### src/rtl/alu_pkg.sv
// ALU operation classes used between the main controller and ALU control.
package alu_pkg;

   typedef enum logic [1:0] {
      ALU_ADD    = 2'd0,
      ALU_BRANCH = 2'd1,
      ALU_RTYPE  = 2'd2,
      ALU_ITYPE  = 2'd3
   } alu_op_sel_t;

endpackage

### src/rtl/mips_controller_if.sv
// Controller <-> datapath bundle: instruction fields in, control strobes out.
interface mips_controller_if;
   import alu_pkg::*;

   logic [5:0]  ir_31_26;
   logic [5:0]  ir_5_to_0;
   logic        branch_taken;
   logic        pc_write_en;
   logic        i_or_d;
   logic        mem_write;
   logic        mem_to_reg;
   logic        ir_write;
   logic        reg_dst;
   logic        reg_write;
   logic        alu_src_a;
   logic [1:0]  alu_src_b;
   logic [1:0]  pc_source;
   alu_op_sel_t alu_op;
   logic        jump_and_link;
   logic        is_signed;
   logic        halted;
   logic        illegal_op;

   // Controller side
   modport master (
      input  ir_31_26, ir_5_to_0, branch_taken,
      output pc_write_en, i_or_d, mem_write, mem_to_reg, ir_write, reg_dst, reg_write,
             alu_src_a, alu_src_b, pc_source, alu_op, jump_and_link, is_signed, halted,
             illegal_op
   );

   // Datapath side
   modport slave (
      output ir_31_26, ir_5_to_0, branch_taken,
      input  pc_write_en, i_or_d, mem_write, mem_to_reg, ir_write, reg_dst, reg_write,
             alu_src_a, alu_src_b, pc_source, alu_op, jump_and_link, is_signed, halted,
             illegal_op
   );
endinterface

### src/rtl/mips_controller.sv
// Multi-cycle MIPS control FSM: one instruction phase per state, Moore-style
// strobes plus a conditional PC write in BRANCH.
module mips_controller
   import alu_pkg::*;
#(
   parameter logic [5:0] HALT_OPCODE = 6'h3F
) (
   input  logic                clk,
   input  logic                rst,
   mips_controller_if.master   ctrl_bus
);

   typedef enum logic [3:0] {
      StFetch, StFetchWait, StDecode, StRExec, StRWb, StIExec, StIWb, StMemAddr,
      StLwRead, StLwWait, StLwWb, StSwWrite, StBranch, StJump, StJal, StHalt
   } state_e;

   state_e      r_state;
   state_e      w_state_next;

   logic        w_pc_write, w_pc_write_cond, w_i_or_d, w_mem_write, w_mem_to_reg;
   logic        w_ir_write, w_reg_dst, w_reg_write, w_alu_src_a, w_jump_and_link;
   logic        w_is_signed, w_halted, w_illegal_op, w_zext;
   logic [1:0]  w_alu_src_b, w_pc_source;
   alu_op_sel_t w_alu_op;

   // Logical immediates (sltiu/andi/ori/xori) take a zero-extended immediate
   assign w_zext = (ctrl_bus.ir_31_26 inside {6'h0B, 6'h0C, 6'h0D, 6'h0E});

   // State register with synchronous active-low reset
   always_ff @(posedge clk) begin
      if (!rst) r_state <= StFetch;
      else      r_state <= w_state_next;
   end

   // Next-state and per-state control decode
   always_comb begin
      w_state_next    = r_state;
      w_pc_write      = 1'b0;
      w_pc_write_cond = 1'b0;
      w_i_or_d        = 1'b0;
      w_mem_write     = 1'b0;
      w_mem_to_reg    = 1'b0;
      w_ir_write      = 1'b0;
      w_reg_dst       = 1'b0;
      w_reg_write     = 1'b0;
      w_alu_src_a     = 1'b0;
      w_alu_src_b     = 2'b00;
      w_pc_source     = 2'b00;
      w_alu_op        = ALU_ADD;
      w_jump_and_link = 1'b0;
      w_is_signed     = 1'b1;
      w_halted        = 1'b0;
      w_illegal_op    = 1'b0;
      case (r_state)
         StFetch: begin
            w_i_or_d     = 1'b0;
            w_state_next = StFetchWait;
         end
         StFetchWait: begin
            w_ir_write   = 1'b1;
            w_alu_src_b  = 2'b01;
            w_pc_write   = 1'b1;
            w_state_next = StDecode;
         end
         StDecode: begin
            // Speculative branch target into ALU_OUT
            w_alu_src_b = 2'b11;
            if (ctrl_bus.ir_31_26 == HALT_OPCODE) begin
               w_state_next = StHalt;
            end else begin
               case (ctrl_bus.ir_31_26)
                  6'h00:                      w_state_next = StRExec;
                  6'h23, 6'h2B:               w_state_next = StMemAddr;
                  6'h01, 6'h04, 6'h05,
                  6'h06, 6'h07:               w_state_next = StBranch;
                  6'h02:                      w_state_next = StJump;
                  6'h03:                      w_state_next = StJal;
                  6'h09, 6'h0A, 6'h0B, 6'h0C,
                  6'h0D, 6'h0E, 6'h10:        w_state_next = StIExec;
                  default: begin
                     w_illegal_op = 1'b1;
                     w_state_next = StFetch;
                  end
               endcase
            end
         end
         StRExec: begin
            w_alu_src_a = 1'b1;
            w_alu_op    = ALU_RTYPE;
            case (ctrl_bus.ir_5_to_0)
               6'h08: begin
                  w_pc_write   = 1'b1;
                  w_state_next = StFetch;
               end
               6'h18, 6'h19: w_state_next = StFetch;
               default:      w_state_next = StRWb;
            endcase
         end
         StRWb: begin
            w_reg_dst    = 1'b1;
            w_reg_write  = 1'b1;
            w_alu_op     = ALU_RTYPE;
            w_state_next = StFetch;
         end
         StIExec: begin
            w_alu_src_a  = 1'b1;
            w_alu_src_b  = 2'b10;
            w_alu_op     = ALU_ITYPE;
            w_is_signed  = ~w_zext;
            w_state_next = StIWb;
         end
         StIWb: begin
            w_reg_write  = 1'b1;
            w_alu_op     = ALU_ITYPE;
            w_is_signed  = ~w_zext;
            w_state_next = StFetch;
         end
         StMemAddr: begin
            w_alu_src_a  = 1'b1;
            w_alu_src_b  = 2'b10;
            w_state_next = (ctrl_bus.ir_31_26 == 6'h2B) ? StSwWrite : StLwRead;
         end
         StLwRead: begin
            w_i_or_d     = 1'b1;
            w_state_next = StLwWait;
         end
         StLwWait: begin
            w_i_or_d     = 1'b1;
            w_state_next = StLwWb;
         end
         StLwWb: begin
            w_mem_to_reg = 1'b1;
            w_reg_write  = 1'b1;
            w_state_next = StFetch;
         end
         StSwWrite: begin
            w_i_or_d     = 1'b1;
            w_mem_write  = 1'b1;
            w_state_next = StFetch;
         end
         StBranch: begin
            w_alu_src_a     = 1'b1;
            w_alu_op        = ALU_BRANCH;
            w_pc_source     = 2'b01;
            w_pc_write_cond = 1'b1;
            w_state_next    = StFetch;
         end
         StJump: begin
            w_pc_source  = 2'b10;
            w_pc_write   = 1'b1;
            w_state_next = StFetch;
         end
         StJal: begin
            w_pc_source     = 2'b10;
            w_pc_write      = 1'b1;
            w_jump_and_link = 1'b1;
            w_reg_write     = 1'b1;
            w_state_next    = StFetch;
         end
         StHalt: begin
            w_halted     = 1'b1;
            w_state_next = StHalt;
         end
         default: w_state_next = StFetch;
      endcase
   end

   // Outputs forced low while reset is held
   always_comb begin
      ctrl_bus.pc_write_en   = rst & (w_pc_write | (w_pc_write_cond & ctrl_bus.branch_taken));
      ctrl_bus.i_or_d        = rst & w_i_or_d;
      ctrl_bus.mem_write     = rst & w_mem_write;
      ctrl_bus.mem_to_reg    = rst & w_mem_to_reg;
      ctrl_bus.ir_write      = rst & w_ir_write;
      ctrl_bus.reg_dst       = rst & w_reg_dst;
      ctrl_bus.reg_write     = rst & w_reg_write;
      ctrl_bus.alu_src_a     = rst & w_alu_src_a;
      ctrl_bus.alu_src_b     = rst ? w_alu_src_b : 2'b00;
      ctrl_bus.pc_source     = rst ? w_pc_source : 2'b00;
      ctrl_bus.alu_op        = rst ? w_alu_op : ALU_ADD;
      ctrl_bus.jump_and_link = rst & w_jump_and_link;
      ctrl_bus.is_signed     = rst & w_is_signed;
      ctrl_bus.halted        = rst & w_halted;
      ctrl_bus.illegal_op    = rst & w_illegal_op;
   end

endmodule

### src/flat_wrapper.sv
// flat-port wrapper written by rule: the top's interface ports become plain ports
module mips_controller_flat import alu_pkg::*;
#(
   parameter logic [5:0] HALT_OPCODE = 6'h3F
)
  (clk, rst, ctrl_bus_ir_31_26, ctrl_bus_ir_5_to_0, ctrl_bus_branch_taken, ctrl_bus_pc_write_en, ctrl_bus_i_or_d, ctrl_bus_mem_write, ctrl_bus_mem_to_reg, ctrl_bus_ir_write, ctrl_bus_reg_dst, ctrl_bus_reg_write, ctrl_bus_alu_src_a, ctrl_bus_alu_src_b, ctrl_bus_pc_source, ctrl_bus_alu_op, ctrl_bus_jump_and_link, ctrl_bus_is_signed, ctrl_bus_halted, ctrl_bus_illegal_op);
  mips_controller_if ctrl_bus_i ();
  input  logic clk;
  input  logic rst;
  input wire logic [$bits(ctrl_bus_i.ir_31_26)-1:0] ctrl_bus_ir_31_26;
  input wire logic [$bits(ctrl_bus_i.ir_5_to_0)-1:0] ctrl_bus_ir_5_to_0;
  input wire logic [$bits(ctrl_bus_i.branch_taken)-1:0] ctrl_bus_branch_taken;
  output wire logic [$bits(ctrl_bus_i.pc_write_en)-1:0] ctrl_bus_pc_write_en;
  output wire logic [$bits(ctrl_bus_i.i_or_d)-1:0] ctrl_bus_i_or_d;
  output wire logic [$bits(ctrl_bus_i.mem_write)-1:0] ctrl_bus_mem_write;
  output wire logic [$bits(ctrl_bus_i.mem_to_reg)-1:0] ctrl_bus_mem_to_reg;
  output wire logic [$bits(ctrl_bus_i.ir_write)-1:0] ctrl_bus_ir_write;
  output wire logic [$bits(ctrl_bus_i.reg_dst)-1:0] ctrl_bus_reg_dst;
  output wire logic [$bits(ctrl_bus_i.reg_write)-1:0] ctrl_bus_reg_write;
  output wire logic [$bits(ctrl_bus_i.alu_src_a)-1:0] ctrl_bus_alu_src_a;
  output wire logic [$bits(ctrl_bus_i.alu_src_b)-1:0] ctrl_bus_alu_src_b;
  output wire logic [$bits(ctrl_bus_i.pc_source)-1:0] ctrl_bus_pc_source;
  output wire logic [$bits(ctrl_bus_i.alu_op)-1:0] ctrl_bus_alu_op;
  output wire logic [$bits(ctrl_bus_i.jump_and_link)-1:0] ctrl_bus_jump_and_link;
  output wire logic [$bits(ctrl_bus_i.is_signed)-1:0] ctrl_bus_is_signed;
  output wire logic [$bits(ctrl_bus_i.halted)-1:0] ctrl_bus_halted;
  output wire logic [$bits(ctrl_bus_i.illegal_op)-1:0] ctrl_bus_illegal_op;
  assign ctrl_bus_i.ir_31_26 = ctrl_bus_ir_31_26;
  assign ctrl_bus_i.ir_5_to_0 = ctrl_bus_ir_5_to_0;
  assign ctrl_bus_i.branch_taken = ctrl_bus_branch_taken;
  assign ctrl_bus_pc_write_en = ctrl_bus_i.pc_write_en;
  assign ctrl_bus_i_or_d = ctrl_bus_i.i_or_d;
  assign ctrl_bus_mem_write = ctrl_bus_i.mem_write;
  assign ctrl_bus_mem_to_reg = ctrl_bus_i.mem_to_reg;
  assign ctrl_bus_ir_write = ctrl_bus_i.ir_write;
  assign ctrl_bus_reg_dst = ctrl_bus_i.reg_dst;
  assign ctrl_bus_reg_write = ctrl_bus_i.reg_write;
  assign ctrl_bus_alu_src_a = ctrl_bus_i.alu_src_a;
  assign ctrl_bus_alu_src_b = ctrl_bus_i.alu_src_b;
  assign ctrl_bus_pc_source = ctrl_bus_i.pc_source;
  assign ctrl_bus_alu_op = ctrl_bus_i.alu_op;
  assign ctrl_bus_jump_and_link = ctrl_bus_i.jump_and_link;
  assign ctrl_bus_is_signed = ctrl_bus_i.is_signed;
  assign ctrl_bus_halted = ctrl_bus_i.halted;
  assign ctrl_bus_illegal_op = ctrl_bus_i.illegal_op;
  mips_controller #(.HALT_OPCODE(HALT_OPCODE)) u_core (.clk(clk), .rst(rst), .ctrl_bus(ctrl_bus_i));
endmodule
### config.mk
export PLATFORM = sky130hd
export DESIGN_NAME = mips_controller_flat
export DESIGN_NICKNAME = d
export VERILOG_FILES = /design/src/rtl/alu_pkg.sv /design/src/rtl/mips_controller_if.sv /design/src/rtl/mips_controller.sv /design/src/flat_wrapper.sv
export SDC_FILE = /design/constraint.sdc
export NUM_CORES = 1
export LEC_CHECK = 0
export BUFFER_PORTS_ARGS = -buffer_cell sky130_fd_sc_hd__clkbuf_2
export CAP_MARGIN = 15
export CORE_AREA = 2 2 44 62
export CTS_CLUSTER_DIAMETER = 40
export DETAILED_ROUTE_END_ITERATION = 6
export DIE_AREA = 0 0 46 64
export GPL_TIMING_DRIVEN = 0
export SLEW_MARGIN = 40
export SYNTH_ARGS = -nofsm -noshare
export SYNTH_HDL_FRONTEND = slang
export SYNTH_SLANG_ARGS = --single-unit
### constraint.sdc
create_clock -name clk -period 3.42 [get_ports clk]
set_input_delay 0.171 -clock clk [delete_from_list [all_inputs] [get_ports clk]]
set_output_delay 0.171 -clock clk [all_outputs]
set_load 0.01 [all_outputs]
; Word level (Yosys, flattened, before mapping)
; Cells that the tools add are included.
[classes]
reduce_logical = 17
n_mux = 27
n_eq_ne = 35
bitwise_logic = 15
[op_table]
columns = operator, count
row1 = "equality test 6 x 4 -> 1 bit, second input constant", 7
row2 = one-hot mux 4 bit (10 select lines), 1
row3 = "equality test 4 bit, second input constant", 8
row4 = "equality test 6 x 3 -> 1 bit, second input constant", 4
row5 = one-hot mux 4 bit (6 select lines), 1
row6 = "equality test 6 x 5 -> 1 bit, second input constant", 3
row7 = "equality test 6 bit, second input constant", 3
row8 = OR reduction 17 bit, 1
row9 = "equality test 4 x 3 -> 1 bit, second input constant", 4
row10 = two-way mux 1 bit, 15
row11 = OR reduction 7 bit, 2
row12 = bitwise AND 1 bit, 13
row13 = "equality test 6 x 2 -> 1 bit, second input constant", 2
row14 = one-hot mux 2 bit (3 select lines), 2
row15 = OR reduction 2 bit, 5
row16 = OR reduction 3 bit, 3
row17 = "equality test 4 x 2 -> 1 bit, second input constant", 2
row18 = two-way mux 2 bit, 4
row19 = OR reduction 4 bit, 2
row20 = "equality test 6 x 1 -> 1 bit, second input constant", 1
row21 = zero test 6 bit, 1
row22 = OR reduction 5 bit, 1
row23 = "equality test 4 x 1 -> 1 bit, second input constant", 1
row24 = zero test 4 bit, 1
row25 = other kinds (7), 7
[totals]
input_bits = 15
ff_bits = 4
word_cells = 95

; Logic depth before layout (Yosys ltp)
; Gate-level depths: netlist of the first run.
[logic_depth]
depth_word = 6
depth_mapped = 6
mapped_depth_nobuf = 4

; Worst setup path after synthesis of the first run
; No wires, ideal clock.
[synth_path]
path_kind = reg-to-output
from = register u_core.r_state[2]
to = output ctrl_bus_illegal_op
stages_incl_launch_ff = 5
n_path_buf = 1
required_time_ps = 3249
t_arrival_ps = 1296
setup_slack_ps = 1953
cell_sequence = dfxtp_1 or2_2 clkbuf_1 a2111oi_0 o21a_1
[synth_via]
elab_chain_len = 3
[synth_rtl]
columns = item, line_no
row1 = start: declaration, mips_controller.sv:18  ; state_e r_state;
row2 = start signal: assignment, mips_controller.sv:32  ; if (!rst) r_state <= StFetch;
row3 = start signal: assignment, mips_controller.sv:33  ; else r_state <= w_state_next;
row4 = equality test 4 x 2 -> 1 bit, mips_controller.sv:55  ; case (r_state)
row5 = two-way mux 1 bit, mips_controller.sv:55
row6 = bitwise AND 1 bit, mips_controller.sv:185  ; ctrl_bus.illegal_op = rst & w_illegal_op;
row7 = end: declaration, flat_wrapper.sv:27  ; output wire logic [$bits(ctrl_bus_i.illegal_op)-1:0] ctrl_bus_illegal_op;
; No other way between the ends.

; Worst setup path after layout of the first run
; Ends and elaborated chain as after synthesis.

==> metrics.yaml, run 1 <==
wl_per_cell_um: 12.56
dieArea_um2: 2944
grt_pass1_wl_mm: 3.677
drt-pass1-iter-count: 4
cts_num_sinks: 4
dp_hpwl_mm: 1.677
switchingPower_mw: 0.08579
htree_levels: 1
drtIter0Drc: 17
max_slew.worst_pin.slew_ns: 0.5375
grt_max_degree: 11
largest_register_ff_count: 4
clkPwrFrac: 0.265
p_sw_frac: 0.3810
p_int_mw: 0.1394
grt_antenna_before_repair: 0
min_period_ns: 2.029
fin_nets: 163
syn_inst: 117
finalInstanceArea_um2: 987.2
viasPerCell: 5.728
layout_worst_path_cycle_share: 0.5933
antenna_left: 0
cts-hold-fix-buffers: 0
finalHoldViolCount: 0
endpoint_kind: "output port"
finalNonFillerCells: 169
dieHeight_um: 64
dpl-instance-area_um2: 964.7
yosys.area.top_type: "dfxtp_1"
p_comb_frac: 0.495
die_w_um: 46
n_antenna_cell: 0
cts_tree: "done"
syn_nets: 132
dp.cells: 166
dp_slack_ns: 1.678
cp_data_required_time_ns: 3.25
io_buffer_count: 26
grt_setup_unrepaired: "false"
seq_area_frac_synth: 0.09938
root_buffer: "clkbuf_4"
largest_registers: "u_core.r_state (4)"
grt_pass1_vias: 851
cp_num_buf_inv: 2
path_clk_slew_ns: 0.04
rows: 21
worst_ir_drop_vdd_v: 0.00009887
initial_utilization: 0.3407
synth_warnings: 0
worst-path-max-fanout: 10
cp.arrival_ns: 1.86
num_vias: 968
fin_skew_ns: 0.007677
cts_resized: 0
fin_setup_tns_ns: 0
synthesis.area_um2: 805.8
relSlewSlack: 0.6384
core-area_um2: 2365
worstSetupStartpointType: "register"
final-setup-viol-count: 0
timing.final.ws_setup_ns: 1.391
max_freq_mhz: 492.9
track_usage: 0.1614
ys_top_cells_by_area: "dfxtp_1 9.9%, buf_6 9.8%, nor2_1 8.4%"
critical_path.max_stage_delay_ns: 0.40
largest-register: "u_core.r_state"
fillers: 261
critPathKind: "register to output port"
gr-total-overflow: 0
cts_post_setup_buffers_inserted: 0
drive_gt1_frac: 0.3356
wl_mm: 2.123
synth_area_per_cell_um2: 6.887
p_per_area_nw_per_um2: 228.1
mostFrequentLayoutCell: "clkbuf_2"
remaining_drc_errors: 0
synth_edf_count: 0
yosys_register_bits: 4
slowest_stage: "a2111oi_0"
run_status: "completed"
synth_ff_type: "dfxtp_1"
maxSlewViolCount: 0
total_leakage_power_nw: 0.4314
maxCapViolCount: 0
clock_latency_ns: 0.24
r2r_setup_slack_ns: 1.83
path_cells: "or2_2 -> clkbuf_1 -> a2111oi_0 -> o21a_1 -> clkbuf_2"
worst_hold_path_type: "input pin to register"
gp_congestion: 0.8261
final_cell_mix: "26 x clkbuf_2, 18 x nor2_1, 7 x nor3_1, 7 x buf_6, 7 x nand2_1"
p_total_mw: 0.2251
numCtsBuffers: 3
async_flop_share: 0
io_pins: 33
yosysTopAreaCellShare: 0.09938
synth_cell_types: 42
cpLargestDelayFamily: "compound AO/OA/AOI/OAI gates"
cts_buffer_depth: 2
seq_power_share: 0.240
areaGrowthSynthToFinish_pct: 22.52
metal layers:
layer | GRT usage | wire length, um
met1 | 0.1932 | 939
met4 | 0.07500 | 39
met3 | 0.008475 | 107
met2 | 0.2778 | 1036
met5 | 0 | 0
synth_stat cells (all sizes together) (2+ instances only):
library cell / count
a2111oi: 2
a211oi: 3
a21oi: 6
a31oi: 3
buf: 13
dfxtp: 4
inv: 3
nand2: 7
nand2b: 5
nand3: 4
nand3b: 2
nor2: 18
nor3: 7
nor3b: 2
nor4: 4
o21ai: 5
o32a: 2
or2: 2
xnor2: 3
xor2: 2
per-stage QoR:
stage	utilization	hold slack (ns)
2_1_floorplan	-	0.4611
6_report	0.4175	0.2978
3_5_place_dp	0.4079	0.5451
5_1_grt	0.4175	0.3905
4_1_cts	0.4175	0.2892
3_3_place_gp	0.4079	0.5470
worst min-delay path, cell delays in order:
cell and delay, ns:
buf_4 0.14, nor3_1 0.06, o21ai_0 0.07, nand2_1 0.05
final cells by class:
type / count / area, um^2 / area share
multi-input cells: 96 / 596.8 / 0.6046
well taps: 23 / 28.78 / 0.02915
plain buffers: 14 / 117.6 / 0.1191
inverters: 3 / 11.26 / 0.01141
clock buffers: 3 / 22.52 / 0.02281
flip-flops and latches: 4 / 80.08 / 0.08112
repair buffers: 26 / 130.1 / 0.1318
power by group through the flow:
stage	Combinational (mW)	Sequential [mW]	Clock (mW)
2_1_floorplan	0.0848	0.0535	0
3_3_place_gp	0.110	0.0546	0
3_5_place_dp	0.111	0.0547	0
4_1_cts	0.111	0.0539	0.0625
5_1_grt	0.125	0.0546	0.0652
6_report	0.111	0.0541	0.0597
cells by family (layout without fill, tap and decap cells):
logic type | Yosys count | after routing | share of synthesized area
compound gates | 31 | 31 | 0.2811
xor+xnor | 5 | 5 | 0.05436
buf+inv | 17 | 46 | 0.1599
flops | 4 | 4 | 0.09938
mux | 2 | 2 | 0.02640
simple gates | 58 | 58 | 0.3789
path summary, 6_finish.rpt:
kind                                       endpoint                 start  cells past startpoint
worst max register to register    u_core.r_state[2]     u_core.r_state[2]                      5
worst min register to register    u_core.r_state[3]     u_core.r_state[3]                      2
worst min-delay path              u_core.r_state[2]  ctrl_bus_ir_31_26[5]                      4
worst max-delay path            ctrl_bus_illegal_op     u_core.r_state[2]                      5
(Power assumes the default switching activity.)
==> run 2, diff against run 1 <==
ABC_AREA = 1   (was not set)
CORE_AREA = 2 2 42 60   (was 2 2 44 62)
DIE_AREA = 0 0 44 62   (was 0 0 46 64)
clock period = 1.8 ns   (was 3.42 ns; I/O delays follow)
==> run 2 against run 1 <==
Clock skew rose by 0.0019 ns; sequential power increased by 100%; clock-buffer cell count is the same; sequential cell count unchanged; wire length down 2.7%; register-to-register slack got worse by 1.3 ns; combinational power up 73%; worst setup slack lost 1.2 ns; largest cell class unchanged.
==> metrics.yaml, run 2 <==
clock_latency_ns: 0.24
remaining_drc_errors: 0
endpoint_kind: "output port"
cp_data_required_time_ns: 1.71
initial_utilization: 0.3267
seq_area_frac_synth: 0.1085
p_int_mw: 0.2394
cts-hold-fix-buffers: 0
fin_setup_tns_ns: 0
ys_top_cells_by_area: "nor2_1 14%, nand2_1 13%, dfxtp_1 11%"
gp_congestion: 0.8873
r2r_setup_slack_ns: 0.52
largest-register: "u_core.r_state"
largest_register_ff_count: 4
hold_ws_ns: 0.1367
seq_power_share: 0.262
areaGrowthSynthToFinish_pct: 28.64
p_per_area_nw_per_um2: 438.4
antenna_left: 0
worst_ir_drop_vdd_v: 0.0001827
syn_inst: 136
drtIter0Drc: 9
min_period_ns: 1.615
cts_num_sinks: 4
maxSlewViolCount: 0
slowest_stage: "dfxtp_1"
async_flop_share: 0
finalNonFillerCells: 194
p_sw_frac: 0.4249
synth.most_common_cell: "nor2_1"
yosysTopAreaCellShare: 0.1373
cts_resized: 0
grt_pass1_wl_mm: 3.519
rows: 21
cp-startpoint: "u_core.r_state[3]"
wl_per_cell_um: 10.64
synth_ff_type: "dfxtp_1"
r2r-start: "u_core.r_state[3]"
worstReg2RegEnd: "u_core.r_state[2]"
viasPerCell: 4.902
io_buffer_count: 32
relSlewSlack: 0.8044
root_buffer: "clkbuf_4"
maxCapViolCount: 0
clkPwrFrac: 0.278
finalHoldViolCount: 0
io_pins: 33
path_clk_slew_ns: 0.04
dieHeight_um: 62
p_comb_frac: 0.460
max_freq_mhz: 619.0
largest_registers: "u_core.r_state (4)"
dieArea_um2: 2728
critPathKind: "register to output port"
r2r_cells: 5
n_antenna_cell: 0
worst_hold_path_type: "input pin to register"
die_w_um: 44
num_vias: 951
dp_hpwl_mm: 1.813
final-setup-viol-count: 0
whs_path_depth: 3
grt_pass1_vias: 889
total_leakage_power_nw: 0.5044
synthesis.area_um2: 738.2
crit_top_cell: "nor2_1"
syn_nets: 151
fin_skew_ns: 0.009549
path_cells: "nor2_1 -> inv_1 -> nor2_1 -> nand2_1 -> o211ai_2 -> clkbuf_2"
dp.cells: 191
drive_gt1_frac: 0.4094
cts_buffer_depth: 2
whs_endpoint: "u_core.r_state[0]"
synth_cell_types: 26
yosys.area.top_type: "nor2_1"
run_status: "completed"
yosys_register_bits: 4
worst-path-max-fanout: 5
track_usage: 0.1723
grt_antenna_before_repair: 0
worstSetupStartpointType: "register"
synth_area_per_cell_um2: 5.428
switchingPower_mw: 0.1769
fin_nets: 188
final_cell_mix: "32 x clkbuf_2, 27 x nor2_1, 26 x nand2_1"
worstHoldStart: "rst"
cts_tree: "done"
layout_worst_path_cycle_share: 0.8975
critical_path.max_stage_delay_ns: 0.36
gr-total-overflow: 0
max_slew.worst_pin.slew_ns: 0.2923
drt-pass1-iter-count: 4
synth_edf_count: 0
core-area_um2: 2260
cp.arrival_ns: 1.53
cts_post_setup_buffers_inserted: 0
grt_setup_unrepaired: "false"
numCtsBuffers: 3
synth_common_cells: "27 x nor2_1, 26 x nand2_1, 13 x inv_1"
htree_levels: 1
mostFrequentLayoutCell: "clkbuf_2"
wl_mm: 2.065
synth_warnings: 0
grt_max_degree: 11
-- run 2: cell type report --
| type | instances | area [um^2] |
|---|---|---|
| Sequential cell | 4 | 80.08 |
| Tap cell | 23 | 28.78 |
| Timing Repair Buffer | 32 | 160.2 |
| Inverter | 24 | 90.09 |
| Clock buffer | 3 | 22.52 |
| Multi-Input combinational cell | 107 | 563.0 |
| Buffer | 1 | 5.005 |
| Fill cell | 269 | 1310 |
-- run 2: critical path: cells and delay by family (launching register included) --
| kind | cells | cell delay (ns) |
|---|---|---|
| AND/OR/NAND/NOR | 3 | 0.49 |
| flip-flops | 1 | 0.36 |
| buffers and inverters | 2 | 0.29 |
| AO/OA/AOI/OAI | 1 | 0.14 |
-- run 2: stage by stage --
stage,total power [mW],setup WS [ns],cell area (um^2),util
after floorplan,0.2396,0.6407,738.2,-
after global placement,0.3003,0.4352,927.1,0.4103
after detailed placement,0.3029,0.4392,927.1,0.4103
after CTS,0.4209,0.1815,949.7,0.4203
after global routing,0.4503,0.02757,949.7,0.4203
final,0.4164,0.1845,949.7,0.4203
-- run 2: cells by family after synthesis --
logic type | Yosys count | share of synthesized area
xor gates and xnor gates | 1 | 0.01187
and+or+nand+nor | 89 | 0.6068
DFF | 4 | 0.1085
buffers and inverters | 25 | 0.1288
AOI/OAI and AO/OA | 17 | 0.1441
-- run 2: power by group through the flow --
stage	combinational [mW]	clock (mW)	sequential (mW)
2_1_floorplan	0.132	0	0.108
3_5_place_dp	0.193	0	0.110
6_report	0.192	0.116	0.109
4_1_cts	0.193	0.119	0.109
5_1_grt	0.222	0.118	0.110
3_3_place_gp	0.190	0	0.110
-- run 2: worst max path at each step --
stage,endpoint,slack [ns],cells past startpoint
floorplan,ctrl_bus_pc_write_en,0.64,8
global placement,ctrl_bus_pc_write_en,0.44,6
detailed placement,ctrl_bus_pc_write_en,0.44,6
CTS,ctrl_bus_pc_write_en,0.18,6
global route,ctrl_bus_pc_write_en,0.03,6
finish,ctrl_bus_pc_write_en,0.18,6
-- run 2: per-layer routing --
metal | GRT usage | vias to the layer above | part of all wire
met4 | 0.05195 | 0 | 0
met2 | 0.3634 | 27 | 0.56
li1 | - | 498 | -
met1 | 0.1672 | 426 | 0.38
met3 | 0.02312 | 0 | 0.062
met5 | 0 | - | 0
